### config.mk
export PLATFORM = sky130hd
export DESIGN_NAME = mem_access_ctrl
export DESIGN_NICKNAME = d
export VERILOG_FILES = /design/src/rtl/mem_access_ctrl.sv
export SDC_FILE = /design/constraint.sdc
export NUM_CORES = 1
export LEC_CHECK = 0
export ABC_AREA = 0
export CAP_MARGIN = 40
export CORE_AREA = 2 2 39 41
export CTS_BUF_LIST = sky130_fd_sc_hd__clkbuf_8
export DETAILED_ROUTE_END_ITERATION = 8
export DIE_AREA = 0 0 41 43
export PLACE_DENSITY = 0.52
export SETUP_SLACK_MARGIN = 0.02
export SLEW_MARGIN = 20
export SYNTH_ARGS = -nofsm -noshare
export SYNTH_HDL_FRONTEND = slang
export SYNTH_SLANG_ARGS = --single-unit
### constraint.sdc
create_clock -name clk -period 1.4 [get_ports clk]
set_clock_uncertainty 0.2 [all_clocks]
set_input_delay 0.14 -clock clk [delete_from_list [all_inputs] [get_ports clk]]
set_output_delay 0.14 -clock clk [all_outputs]
set_load 0.005 [all_outputs]
### src/rtl/mem_access_ctrl.sv
// MAR/MDR memory access sequencer: Moore FSM driving register loads, MDR mux select and read/write strobes.
// Optional stalled-access watchdog compiled in with MEM_TIMEOUT_EN (TIMEOUT wait cycles before abort).
module mem_access_ctrl #(
  parameter int TIMEOUT = 15
) (
  input  logic clk,
  input  logic reset_n,
  input  logic start,
  input  logic rw,
  input  logic mem_ready,
  output logic mar_in,
  output logic mdr_in,
  output logic md_mux_select,
  output logic mem_read,
  output logic mem_write,
  output logic busy,
  output logic done,
  output logic error
);

  typedef enum logic [2:0] {
    IDLE       = 3'd0,
    LOAD_MAR   = 3'd1,
    LOAD_MDR   = 3'd2,
    READ_WAIT  = 3'd3,
    LATCH      = 3'd4,
    WRITE_WAIT = 3'd5,
    DONE       = 3'd6
  } state_t;

  if (TIMEOUT < 1 || TIMEOUT > 255) begin : g_bad_timeout
    $error("mem_access_ctrl: TIMEOUT must be in 1..255");
  end

  state_t state_q, state_d;
  logic   rw_q, rw_d;

`ifdef MEM_TIMEOUT_EN
  // Abort on the TIMEOUT-th stalled wait cycle, so the strobe is high exactly TIMEOUT cycles.
  localparam logic [7:0] LIMIT = 8'(TIMEOUT - 1);
  logic [7:0] cnt_q, cnt_d;
  logic       err_q, err_d;
  logic       limit_hit;
  assign limit_hit = (cnt_q == LIMIT) && !mem_ready;
`endif

  always_ff @(posedge clk or negedge reset_n) begin
    if (!reset_n) begin
      state_q <= IDLE;
      rw_q    <= 1'b0;
`ifdef MEM_TIMEOUT_EN
      cnt_q   <= 8'd0;
      err_q   <= 1'b0;
`endif
    end else begin
      state_q <= state_d;
      rw_q    <= rw_d;
`ifdef MEM_TIMEOUT_EN
      cnt_q   <= cnt_d;
      err_q   <= err_d;
`endif
    end
  end

  always_comb begin
    state_d = state_q;
    rw_d    = rw_q;
`ifdef MEM_TIMEOUT_EN
    cnt_d   = cnt_q;
    err_d   = err_q;
`endif
    case (state_q)
      IDLE: begin
        if (start) begin
          state_d = LOAD_MAR;
          rw_d    = rw;
        end
      end
      LOAD_MAR: begin
        state_d = rw_q ? LOAD_MDR : READ_WAIT;
`ifdef MEM_TIMEOUT_EN
        cnt_d   = 8'd0;
`endif
      end
      LOAD_MDR: begin
        state_d = WRITE_WAIT;
`ifdef MEM_TIMEOUT_EN
        cnt_d   = 8'd0;
`endif
      end
      READ_WAIT, WRITE_WAIT: begin
        // mem_ready on the limit cycle takes priority over the abort.
        if (mem_ready) begin
          state_d = (state_q == READ_WAIT) ? LATCH : DONE;
`ifdef MEM_TIMEOUT_EN
        end else if (limit_hit) begin
          state_d = DONE;
          err_d   = 1'b1;
        end else begin
          cnt_d   = cnt_q + 8'd1;
`endif
        end
      end
      LATCH: state_d = DONE;
      DONE: begin
        state_d = IDLE;
`ifdef MEM_TIMEOUT_EN
        err_d   = 1'b0;
`endif
      end
      default: state_d = IDLE;
    endcase
  end

  always_comb begin
    mar_in        = 1'b0;
    mdr_in        = 1'b0;
    md_mux_select = 1'b0;
    mem_read      = 1'b0;
    mem_write     = 1'b0;
    done          = 1'b0;
    busy          = (state_q != IDLE);
    case (state_q)
      LOAD_MAR:   mar_in = 1'b1;
      LOAD_MDR:   mdr_in = 1'b1;
      READ_WAIT: begin
        mem_read      = 1'b1;
        md_mux_select = 1'b1;
      end
      LATCH: begin
        mdr_in        = 1'b1;
        md_mux_select = 1'b1;
      end
      WRITE_WAIT: mem_write = 1'b1;
      DONE:       done      = 1'b1;
      default: ;
    endcase
  end

`ifdef MEM_TIMEOUT_EN
  assign error = (state_q == DONE) && err_q;
`else
  assign error = 1'b0;
`endif

endmodule

==> metrics.yaml <==
worst-path-buf-inv: 3
endpoint_kind: "output pin"
drc: 0
grt_overflow_total: 0
clk_pin_slew_ns: 0.03
finalCritPeriodShare: 1.14
track_usage: 0.142
hold_violations: 0
hpwl_um: 569
die_h_um: 43
die_w_um: 41
min_period_ns: 1.59
synthCells: 31
instances_no_fill: 79
setup_violations: 8
core_mm2: 0.00138
power_density_mw_per_mm2: 2400
num_io_pins: 13
rsz0062_at_grt: "yes"
clock_latency_ns: 0.22
violations: "setup timing"
seq_area_um2: 101
crit_chain: "buf_4 > buf_6 > nand2b_4 > nor2_1 > dlygate4sd2_1"
synth_flop_cell: "dfrtp_1"
fmax_mhz: 628
worstSetupStartpointType: "flop"
maxCapViolCount: 0
grt_pass1_vias: 371
leakage_nw: 0.315
grt_antenna_before_repair: 0
cts_tree: "built"
drive_gt1_frac: 0.667
drtPass1Iterations: 2
synth_edf_count: 0
place_congestion: 0.815
ant_nets: 0
n_antenna_cell: 0
critPathTopFamily: "buffers and inverters"
crit_fanout: 4
cp.arrival_ns: 1.25
root_buffer: "clkbuf_8"
synth_nets: 36
vias_per_cell: 4.29
port_buffers: 11
grt_pass1_wl_mm: 1.60
yosysWarnings: 0
h-tree-depth: 1
cts-buffers-inserted: 3
slew_violations: 0
synth_seq_cells: 4
cts_buffer_depth: 2
final_cell_mix: "buf_4, buf_6, clkdlybuf4s50_1, buf_2"
multi_input_area_um2: 214
synth_area_um2: 273
rows: 14
wirelength_um: 926
slowest_stage: "dfrtp_1"
dieArea_mm2: 0.00176
crit_type: "reg -> out"
tns_ns: -1.14
nNetsFinal: 70
peakVddDrop_mv: 0.995
grt_start_max_net_pins: 6
synthArstFlopShare: 1.00
syn-mean-instance-area_um2: 8.80
cts_num_sinks: 4
critPathMaxStageDelay_ns: 0.41
wl_per_cell_um: 11.7
hp-class: "reg -> reg"
nFillCells: 135
synth_cell_types: 22
vias: 339
drt_iter0_drc: 1
worstPathRequired_ns: 1.06
ys_seq_area_frac: 0.367
worst_slack_ns: -0.193
layout_commonest_cell: "buf_4"
placed_cells: 68
outcome: "finished, violations left"
start_util: 0.197
area.growth.synth_to_final_pct: 144
hold_slack_ns: 0.311
==> synthesized netlist by cell type (2+ instances only) <==
master / count / area share
nand2_1: 2 / 0.028
dfrtp_1: 4 / 0.37
nor2_1: 3 / 0.041
inv_1: 3 / 0.041
nand2b_1: 2 / 0.046
==> routing by layer <==
layer | vias to the layer above | global-route usage | part of all wire
li1 | 168 | - | -
met1 | 161 | 0.150 | 0.38
met2 | 10 | 0.219 | 0.57
met3 | 0 | 0.0524 | 0.046
met4 | 0 | 0.100 | 0
met5 | - | 0 | 0
==> sequential cells by signal, indices dropped and copies added, names as in the netlist <==
name	flops
rw_q	1
state_q	3
==> where the power goes <==
group          switching, mW  internal (mW)  leakage (nW)  total (mW)
Combinational          0.419          0.684         0.246        1.10
Sequential            0.0695          0.178        0.0476       0.248
Clock                 0.0580          0.183        0.0216       0.241
==> what timing repair did <==
item / CTS / global route
pin swaps: 3 / 4
buffers inserted: 5 / 2
endpoints found under the hold margin: 4 / 0
endpoints found under the setup margin: 9 / 9
resized for setup: 45 / 6
hold buffers: 1 / 0
==> final cells by class <==
| class | count | share of cell area |
|---|---|---|
| repair buffers | 31 | 0.412 |
| multi-input cells | 22 | 0.322 |
| flip-flops and latches | 4 | 0.153 |
| clock buffers | 3 | 0.0621 |
| well taps | 16 | 0.0301 |
| inverters | 3 | 0.0207 |
==> logic make-up after synthesis <==
| family | synth area share |
|---|---|
| AO/OA/AOI/OAI | 0.151 |
| other | 0.0137 |
| buffers and inverters | 0.110 |
| multiplexers | 0.0413 |
| AND/OR/NAND/NOR | 0.317 |
| flip-flops | 0.367 |
==> stage by stage <==
step                      utilization  area (um^2)  setup WS (ns)  power, mW
after floorplan                     -          282         0.0296      0.542
after global routing            0.480          664         -0.241       1.70
after global placement          0.349          483         -0.277      0.961
final                           0.480          664         -0.193       1.59
after detailed placement        0.349          483         -0.268      0.959
after CTS                       0.451          624         -0.199       1.46
==> worst paths after layout <==
| check | startpoint | to | slack, ns | cells after the start |
|---|---|---|---|---|
| worst max-delay path | state_q[2] | done | -0.19 | 5 |
| worst min-delay path | rw_q | rw_q | 0.31 | 1 |
| worst max register to register | state_q[2] | rw_q | -0.17 | 4 |
| worst min register to register | rw_q | rw_q | 0.31 | 1 |
| max in group asynchronous | reset_n | state_q[0] | 0.34 | 2 |
| min in group asynchronous | reset_n | state_q[2] | 0.47 | 2 |
Power figures use the tool's default switching activity.
